## src/rtl/seq_unsigned_divider.sv

```systemverilog
// Multi-cycle unsigned divider. Restoring shift/subtract, one quotient bit per enabled clock.
// Latency: WIDTH+1 cycles from start to done. Divide-by-zero completes in 1 cycle.
// Backpressure: start is ignored while busy=1. en=0 freezes every register, including done.
//
// Ports:
//   clk, rst        clock; synchronous active-high reset that overrides en and start
//   en              clock enable for all state
//   start           request, accepted on an enabled edge while idle
//   dividend        numerator, sampled only on the accepting edge
//   divisor         denominator, sampled only on the accepting edge
//   busy            high while a division is in progress
//   done            one-enabled-cycle pulse marking a new result
//   quotient        last completed result, held between completions
//   remainder       last completed result, held between completions
//   div_by_zero     last completed operation had divisor==0
module seq_unsigned_divider #(
    parameter int WIDTH = 8
) (
    input  logic             clk,
    input  logic             rst,
    input  logic             en,
    input  logic             start,
    input  logic [WIDTH-1:0] dividend,
    input  logic [WIDTH-1:0] divisor,
    output logic             busy,
    output logic             done,
    output logic [WIDTH-1:0] quotient,
    output logic [WIDTH-1:0] remainder,
    output logic             div_by_zero
);

    localparam int CW = $clog2(WIDTH + 1);
    localparam logic [CW-1:0] LAST_CNT = CW'(WIDTH - 1);

    typedef enum logic {
        IDLE = 1'b0,
        RUN  = 1'b1
    } state_t;

    state_t           state_q, state_d;
    logic [WIDTH-1:0] rem_q, rem_d;     // partial remainder
    logic [WIDTH-1:0] dvd_q, dvd_d;     // dividend bits shift out at the MSB, quotient bits shift in at the LSB
    logic [WIDTH-1:0] dsr_q, dsr_d;     // latched divisor
    logic [CW-1:0]    cnt_q, cnt_d;
    logic             done_d;
    logic             dz_d;
    logic [WIDTH-1:0] quotient_d;
    logic [WIDTH-1:0] remainder_d;

    // One restoring step
    logic [WIDTH:0]   shifted;
    logic             fits;
    logic [WIDTH-1:0] step_rem;
    logic [WIDTH-1:0] step_dvd;

    // The partial remainder is always below the divisor, so the shifted value is
    // below 2*divisor and needs WIDTH+1 bits. The compare is made at that width.
    // When it fits, the true difference is below the divisor. That lets the low
    // WIDTH bits of the subtraction stand alone.
    always_comb begin
        shifted  = {rem_q, dvd_q[WIDTH-1]};
        fits     = (shifted >= {1'b0, dsr_q});
        step_rem = fits ? (shifted[WIDTH-1:0] - dsr_q) : shifted[WIDTH-1:0];
        step_dvd = {dvd_q[WIDTH-2:0], fits};
    end

    always_comb begin
        state_d     = state_q;
        rem_d       = rem_q;
        dvd_d       = dvd_q;
        dsr_d       = dsr_q;
        cnt_d       = cnt_q;
        done_d      = 1'b0;
        quotient_d  = quotient;
        remainder_d = remainder;
        dz_d        = div_by_zero;

        case (state_q)
            IDLE: begin
                if (start) begin
                    if (divisor == '0) begin
                        // No iteration. Report the saturated result immediately.
                        quotient_d  = '1;
                        remainder_d = dividend;
                        dz_d        = 1'b1;
                        done_d      = 1'b1;
                    end else begin
                        dvd_d   = dividend;
                        dsr_d   = divisor;
                        rem_d   = '0;
                        cnt_d   = '0;
                        state_d = RUN;
                    end
                end
            end
            RUN: begin
                rem_d = step_rem;
                dvd_d = step_dvd;
                cnt_d = cnt_q + CW'(1);
                if (cnt_q == LAST_CNT) begin
                    quotient_d  = step_dvd;
                    remainder_d = step_rem;
                    dz_d        = 1'b0;
                    done_d      = 1'b1;
                    state_d     = IDLE;
                end
            end
            default: state_d = IDLE;
        endcase
    end

    always_ff @(posedge clk) begin
        if (rst) begin
            state_q     <= IDLE;
            rem_q       <= '0;
            dvd_q       <= '0;
            dsr_q       <= '0;
            cnt_q       <= '0;
            done        <= 1'b0;
            quotient    <= '0;
            remainder   <= '0;
            div_by_zero <= 1'b0;
        end else if (en) begin
            state_q     <= state_d;
            rem_q       <= rem_d;
            dvd_q       <= dvd_d;
            dsr_q       <= dsr_d;
            cnt_q       <= cnt_d;
            done        <= done_d;
            quotient    <= quotient_d;
            remainder   <= remainder_d;
            div_by_zero <= dz_d;
        end
    end

    assign busy = (state_q == RUN);

endmodule

```

## config.mk

```make
export PLATFORM = sky130hd
export DESIGN_NAME = seq_unsigned_divider
export DESIGN_NICKNAME = d
export VERILOG_FILES = /design/src/rtl/seq_unsigned_divider.sv
export SDC_FILE = /design/constraint.sdc
export NUM_CORES = 1
export LEC_CHECK = 0
export ABC_AREA = 1
export BUFFER_PORTS_ARGS = -buffer_cell sky130_fd_sc_hd__buf_4
export CAP_MARGIN = 0
export CORE_ASPECT_RATIO = 1.25
export CORE_MARGIN = 2
export CORE_UTILIZATION = 61
export DETAILED_ROUTE_END_ITERATION = 10
export GPL_TIMING_DRIVEN = 0
export PLACE_DENSITY = 0.84
export SLEW_MARGIN = 30
export SYNTH_ARGS = -nofsm -noshare
export SYNTH_HDL_FRONTEND = slang
export SYNTH_SLANG_ARGS = --single-unit
```

## constraint.sdc

```tcl
create_clock -name clk -period 3.2 [get_ports clk]
set_input_delay 0.64 -clock clk [delete_from_list [all_inputs] [get_ports clk]]
set_output_delay 0.64 -clock clk [all_outputs]
set_load 0.05 [all_outputs]
```

Word-level counts from Yosys, hierarchy flattened. Cells that the tools add are included.

Bitwise logic cells: 2. Order comparisons: 1. Reductions and logical operators: 4. Add/sub/neg operators: 2. Mux-type cells: 30. Eq/ne operators: 5.

Operator list (number): 8-bit 2-to-1 mux (11); 8-bit case mux with 2 select lines (4); 9-bit by 8-bit >= comparator with 1-bit output (1); 1-bit 2-to-1 mux (9); 8-bit logical NOT (1); 4-bit 2-to-1 mux (2); 4-bit case mux with 2 select lines (1); 4-bit AND reduction (2); 8-bit subtractor (1); 2-bit != test (second input constant) (3); 1-bit case mux with 2 select lines (3); 4-bit by 1-bit adder with 4-bit output (second input constant) (1); 4-bit by 3-bit == test with 1-bit output (second input constant) (1); 3-bit AND reduction (1); 2-bit by 1-bit != test with 1-bit output (second input constant) (1); 1-bit NOT (2).

Logic and storage cells: 53. Output and inout bits: 19. Register bits: 47. Input bits: 20.

Depth between registers and ports, before layout. Gate-level depths: netlist of run 1.

Depth after elaboration: 4. Mapped depth: 13. Depth with buffers taken out: 13.

Worst setup path before layout of run 1. No wires, ideal clock.

Path kind: register to register. Start: reg state_q, in the netlist busy. End: reg cnt_q[0]. Setup time: 116 ps. Cell stages (with the launch flop): 10. Path buffers: 2. Data required time: 3084 ps. Clock period less this slack: 1636 ps. Arrival: 1520 ps. Path slack: 1564 ps. Path through: dfxtp_1 -> inv_2 -> a21oi_1 -> nand2_1 -> nand2_2 -> buf_6 -> buf_6 -> nand2_1 -> o211ai_1 -> inv_1.

Longest elaborated chain between the ends: 3. Elaborated cells between the ends (all ways): 5. Those cells by class: eq/ne: 2; mux: 1; bitwise: 1; reduce/logical: 1.

Ends and longest elaborated chain: start: declaration (line 40) `state_t state_q, state_d;`; start signal: assignment (line 124) `state_q <= state_d;`; 1-bit NOT; 2-bit != test (no source line); 3-bit AND reduction (no source line); end signal: assignment (line 128) `cnt_q <= cnt_d;`; end: declaration (line 44) `logic [CW-1:0] cnt_q, cnt_d;`.

Several ways; a longest one is shown, not always the timed one. A chain may end at the register's enable or synchronous reset.

Worst setup path after layout of run 1.
Start: reg dsr_q[6]. End: reg remainder[3].

Longest elaborated chain between the ends: 4.

Ends and longest elaborated chain: start: declaration (line 43) `logic [WIDTH-1:0] dsr_q, dsr_d;`; start signal: assignment (line 127) `dsr_q <= dsr_d;`; 9-bit by 8-bit >= comparator with 1-bit output (line 62) `fits = (shifted >= {1'b0, dsr_q});`; 8-bit 2-to-1 mux (line 63) `step_rem = fits ? (shifted[WIDTH-1:0] - dsr_q) : shifted[WIDTH-1:0];`; 8-bit 2-to-1 mux (line 100) `if (cnt_q == LAST_CNT) begin`; 8-bit case mux with 2 select lines (line 78) `case (state_q)`; end signal: assignment (line 131) `remainder <= remainder_d;`; end: declaration (line 28) `output logic [WIDTH-1:0] remainder,`.

No other way between the ends. The select of a mux whose other input is x is not followed.

==> run metrics, run 1 <==
drt pass-1 iters=5; Setup crit end kind=flop; period utilization=roughly three fifths; Tmin final=~1.9 ns; Critical Path Most Common Cell=nand2_1; Skew-Pair Late Insertion Delay=0.30 ns; worst path cell trace=inv_1, ha_1, nand2_1, nand2_1, a21boi_1, nand4_4, nand3_2, nand3_1, nand2_1, inv_1; Root Buffer=clkbuf_8; Hold Vio Cnt, Final=0; CTS Buffer Depth=2; 1st-iter DRT viols=around 150; Reg2Reg Launch Point=dsr_q[6]; WL final=between 6000 and 7000 um; HP Class=flop to flop; Min Hold Slack=about 0.46 ns; Worst EP arrival=roughly 2.1 ns; hold_buf cts=0; Setup CP Type=flop to flop; number of synthesized flops with an enable pin=0; # port buffers=37; P_int=just over 1000 uW; Crit path largest cell delay=around 0.34 ns; CTS buffer count=5; pwr dens=470 mW/mm2; drt drc=0; sw power=roughly 490 uW; async set-reset flop share out of synthesis=0%; crit path max fanout=9; fmax=0.532 GHz; Worst slew margin=between 60 and 70%; largest net degree at the start of global routing=15; Fill cells=between 300 and 400; via/cell ratio=between 5 and 6; Data required, critical path=roughly 3.4 ns; synthesized flop and latch total=47; Synthesized Nets=425; register area share after synthesis=a little over a third; Via Count=2638; Initial Util=approximately 63%; Worst Hold Launch=dsr_q[3]; startpoint types=flop; RSZ-0062 raised after global routing=false; initial antenna violation count=0; Layout area overhead=17.3%; Reg clk slew, reported paths=approximately 0.090 ns; fin nets=around 470; Worst-Margin Slew=0.500 ns; status=complete, no violations; Switching Share=32.5%; GPL Wtd Cong=about 0.9; Yosys warnings=0; setup TNS=0 ns; die width=roughly 64 um; Syn Inst Count=roughly 400; combinational share of power=between 20 and 30%; # rows=27; Ports=39; Netlist cell types=29; Worst Clk Skew=between 0.01 and 0.015 ns; Avg Cell Area, Syn=between 6 and 7 um2; Worst VDD drop=approximately 0.31 mV; die area=0.00499 mm2; GRT Util Overall=a little over a quarter; vias in the first global route=about 2400; CTS tree=yes; slowest CP cell=ha_1; Routed wire per std cell=between 10 and 15 um; crit path from=dsr_q[6]; Max Cap Violations=0; first-pass GRT wire length=roughly 11000 um; total grt overflow=0; Core Area=roughly 0.0043 mm2; Final ANT Viol Nets=0; H-tree levels=2; clock sink total=47; Seq pwr share=42.4%; DP Wirelength=4970 um; top_reg_cell synth=dfxtp_1; Mapped Area=between 0.002 and 0.003 mm2; layout cells sized above 1=between 10% and 20%; Post-CTS Resized=0; ANT cells=0; P_leak=0.00166 uW; clock power share=about 30%; Final setup viols=0; Slew Viols, Final=0; Total Power=1490 uW; postcts setup bufs=0; die height=78.5 um
## final cells by class
cell class / count / area, um2 / area share, %
plain buffers: 16 / 106 / 3.35
clock buffers: 6 / 82.6 / 2.60
clock inverters: 2 / 35.0 / 1.10
inverters: 70 / 263 / 8.27
multi-input cells: 262 / 1400 / 44.0
flip-flops and latches: 47 / 941 / 29.6
well taps: 58 / 72.6 / 2.29
repair buffers: 37 / 278 / 8.75
## critical path, delay by kind of cell (launching register included)
family	cells	cell delay (ns)
buffers and inverters	2	0.11
adders and majority gates	1	0.34
AOI/OAI and AO/OA	1	0.21
DFF	1	0.32
and+or+nand+nor	6	0.81
## worst paths after layout
path / to / cells after the start / slack [ns]
worst min register to register: dsr_q[3] / 2 / 0.46
worst max-delay path: remainder[3] / 10 / 1.32
worst min-delay path: dsr_q[3] / 2 / 0.46
worst max register to register: remainder[3] / 10 / 1.32
## cell usage in the layout, fill, tap and decap left out, types with 6 or more instances in the layout
master,instances
buf_4,41
nand4_1,10
nand3_2,11
nor2_1,40
o21ai_0,26
nand3_1,25
dfxtp_1,47
clkbuf_8,6
clkbuf_1,7
nand2_1,77
ha_1,9
o21ai_1,6
inv_1,65
a21oi_1,34
## synthesized netlist by cell type, drive strengths merged, types with 3 or more instances
cell type,count,share of area (%)
nand2,82,12
inv,70,9.7
dfxtp,47,35
nor2,43,6.2
nand3,37,9.3
a21oi,35,6.6
o21ai,32,5.9
nand4,12,3.6
buf,9,3.0
ha,9,4.2
clkbuf,7,0.97
o211ai,4,1.1
xor2,3,0.97
## power by group through the flow
stage / Combinational [uW] / Clock (uW) / Sequential, uW
after floorplan: 311 / 0 / 644
after global placement: 396 / 0 / 645
after detailed placement: 407 / 0 / 646
after CTS: 409 / 453 / 633
after global routing: 460 / 472 / 637
final: 414 / 447 / 634
## sequential cells by signal, indices dropped and copies added (netlist names)
signal	cells
busy	1
cnt_q	4
div_by_zero	1
done	1
dsr_q	8
dvd_q	8
quotient	8
rem_q	8
remainder	8
## per-stage QoR
stage | instance area (um2) | instances | setup slack (ns) | utilization (%)
finish | 3180 | 498 | 1.32 | 73.4
global route | 3180 | 498 | 1.13 | 73.4
CTS | 3180 | 498 | 1.32 | 73.4
detailed placement | 3060 | 490 | 1.25 | 70.7
global placement | 3060 | 490 | 1.25 | 70.7
floorplan | 2710 | 395 | 1.56 | -
## layer usage
| layer | up-vias | track usage, % | wire length [um] |
|---|---|---|---|
| met5 | - | 0 | 0 |
| met4 | 0 | 11.3 | 158 |
| met2 | 74 | 49.7 | 3290 |
| li1 | 1355 | - | - |
| met1 | 1198 | 31.9 | 2750 |
| met3 | 11 | 3.30 | 267 |
## cells by family (layout without fill, tap and decap cells)
family | count (synthesis) | count (layout) | share of synthesized area [%]
and+or+nand+nor | 175 | 175 | 31.3
adders and majority gates | 10 | 10 | 4.90
buffers and inverters | 86 | 131 | 13.6
xor gates and xnor gates | 3 | 3 | 0.971
DFF | 47 | 47 | 34.8
AOI/OAI and AO/OA | 74 | 74 | 14.4
Note: power is estimated with default switching activity, not from simulation.
==> run 2, diff against run 1 <==
--- a/config.mk
+++ b/config.mk
@@ -10,10 +10,10 @@
 export CAP_MARGIN = 0
 export CORE_ASPECT_RATIO = 1.25
 export CORE_MARGIN = 2
-export CORE_UTILIZATION = 61
+export CORE_UTILIZATION = 57
 export DETAILED_ROUTE_END_ITERATION = 10
 export GPL_TIMING_DRIVEN = 0
-export PLACE_DENSITY = 0.84
+export PLACE_DENSITY = 0.8
 export SLEW_MARGIN = 30
 export SYNTH_ARGS = -nofsm -noshare
 export SYNTH_HDL_FRONTEND = slang
==> constraint.sdc (replaced) <==
create_clock -name clk -period 1.94 [get_ports clk]
set_input_delay 0.388 -clock clk [delete_from_list [all_inputs] [get_ports clk]]
set_output_delay 0.388 -clock clk [all_outputs]
set_load 0.05 [all_outputs]
==> run metrics, run 2 (synthesis gave the netlist of run 1 again) <==
status=complete, no violations; Final setup viols=0 (unchanged); Data required, critical path=2.15 ns (-1.26 ns); Worst path top cell family by delay=simple AND/OR/NAND/NOR gates; Fill cells=420 (+11%); Setup crit end kind=flop; layout cells sized above 1=20.6% (+1.8 points); die height=81.1 um (+3.3%); Worst EP arrival=2.04 ns (-0.05 ns); Ports=39 (unchanged); fin nets=470 (+0.21%); slowest CP cell=ha_2; combinational share of power=30.3% (+2.6 points); H-tree levels=2 (unchanged); ANT cells=0 (unchanged); largest net degree at the start of global routing=16 (+1); drt drc=0 (unchanged); sw power=843 uW (+74%); final cell count without fillers=501 (+0.60%); hold_buf cts=0 (unchanged); # port buffers=37 (unchanged); Inst Count DP=492 (+0.41%); Initial Util=58.1% (-4.5 points); # rows=28 (+3.7%); via/cell ratio=5.14 (-2.9%); postcts setup bufs=0 (unchanged); cell area after layout=0.00322 mm2 (+1.3%); P_leak=0.00165 uW (-0.50%); clock power share=26.1% (-3.8 points); vias in the first global route=2460 (+3.3%); startpoint types=flop; Post-CTS Resized=0 (unchanged); HP Class=input pin to flop; worst path cell trace=inv_1, ha_2, nand2_2, nor2_2, nand2_1, nand3_2, nand3_4, nand4_1, nand3_1, nand2_1, inv_1; GPL Wtd Cong=0.888 (-1.6%); Switching Share=35.1% (+2.6 points); GRT Util Overall=26.9% (-0.30 points); CTS buffer count=5 (unchanged); initial antenna violation count=0 (unchanged); pwr dens=747 mW/mm2 (+59%); WL final=6720 um (+4.1%); Slew Viols, Final=0 (unchanged); Root Buffer=clkbuf_8; first-pass GRT wire length=11100 um (+2.4%); Worst slew margin=64.4% (-2.3 points); Reg clk slew, reported paths=0.09 ns (about the same); period utilization=94.4% (+36 points); Hold Vio Cnt, Final=0 (unchanged); Buf/Inv on CP=2 (unchanged); die area=0.00532 mm2 (+6.6%); P_int=1560 uW (+55%); Min Hold Slack=0.354 ns (-0.109 ns); Skew-Pair Late Insertion Delay=0.31 ns (about the same); Final ANT Viol Nets=0 (unchanged); DP Wirelength=5070 um (+2.1%); CTS Buffer Depth=2 (unchanged); die width=65.6 um (+3.2%); CTS tree=yes; total grt overflow=0 (unchanged); Tmin final=1.83 ns (-0.0480 ns); Worst-Margin Slew=0.535 ns (+0.0343 ns); fmax=0.546 GHz (+2.6%); Worst VDD drop=0.544 mV (+74%); Layout area overhead=18.8%; Max Cap Violations=0 (unchanged); Routed wire per std cell=13.4 um (+3.4%); Worst Clk Skew=0.0101 ns (+0.0000156 ns); Setup CP Type=flop to flop; 1st-iter DRT viols=156 (+7.6%); Crit path largest cell delay=0.39 ns (+0.05 ns); area post-placement=0.00306 mm2 (about the same); Seq pwr share=43.6% (+1.2 points); drt pass-1 iters=5 (unchanged); crit path max fanout=9 (unchanged); commonest non-fill, non-tap cell in the layout=nand2_1; clock sink total=47 (unchanged); Via Count=2577 (-2.3%); Core Area=0.00466 mm2 (+7.8%); commonest cells after routing, fill and taps aside=nand2_1, inv_1, dfxtp_1
[run 2: cell types whose count changed in the layout (fill, tap and decap cells not counted), sizes merged]
cell      change
clkinvlp      +1
nand4         +1
bufinv        -1
[run 2: per-layer routing]
layer  routed length (um)  global-route usage [%]  up-vias  part of all wire (%)
met1                 2800                    32.6     1144                    42
met4                  184                    12.3        0                   2.7
met3                  285                    3.46       13                   4.2
li1                     -                       -     1349                     -
met5                    0                       0        -                     0
met2                 3460                    47.2       71                    51
[run 2: power groups by stage]
stage	Combinational, uW	Clock (uW)	Sequential, uW
2_1_floorplan	512	0	1060
3_3_place_gp	656	0	1060
3_5_place_dp	675	0	1070
4_1_cts	679	632	1040
5_1_grt	810	669	1050
6_report	729	626	1050
[run 2: cell type report]
| class | instances | area, um2 | share of cell area, % |
|---|---|---|---|
| Multi-Input combinational cell | 263 | 1450 | 45.2 |
| Clock inverter | 2 | 16.3 | 0.506 |
| Tap cell | 60 | 75.1 | 2.33 |
| Sequential cell | 47 | 941 | 29.3 |
| Inverter | 70 | 263 | 8.17 |
| Timing Repair Buffer | 37 | 278 | 8.64 |
| Clock buffer | 6 | 82.6 | 2.57 |
| Buffer | 16 | 106 | 3.31 |
[run 2: worst min-delay path: cells and delay by family]
family | cells | cell delay, ns
AO/OA/AOI/OAI | 1 | 0.08
AND/OR/NAND/NOR | 1 | 0.08
buffers and inverters | 1 | 0.08
[run 2: worst paths after layout]
check,endpoint,cells after the start,slack [ns],startpoint
setup / recovery,remainder[2],11,0.11,dsr_q[2]
hold / removal,dsr_q[0],3,0.35,divisor[0]
setup reg to reg,remainder[2],11,0.11,dsr_q[2]
hold reg to reg,quotient[4],2,0.47,quotient[4]
[run 2: stage by stage]
step | setup WS (ns) | setup TNS (ns) | power [uW] | util, %
floorplan | 0.304 | 0 | 1580 | -
global placement | 0.0891 | 0 | 1720 | 65.7
detailed placement | 0.0700 | 0 | 1740 | 65.7
CTS | 0.0375 | 0 | 2360 | 67.8
global route | -0.00540 | -0.00700 | 2530 | 69.0
finish | 0.109 | 0 | 2400 | 69.0
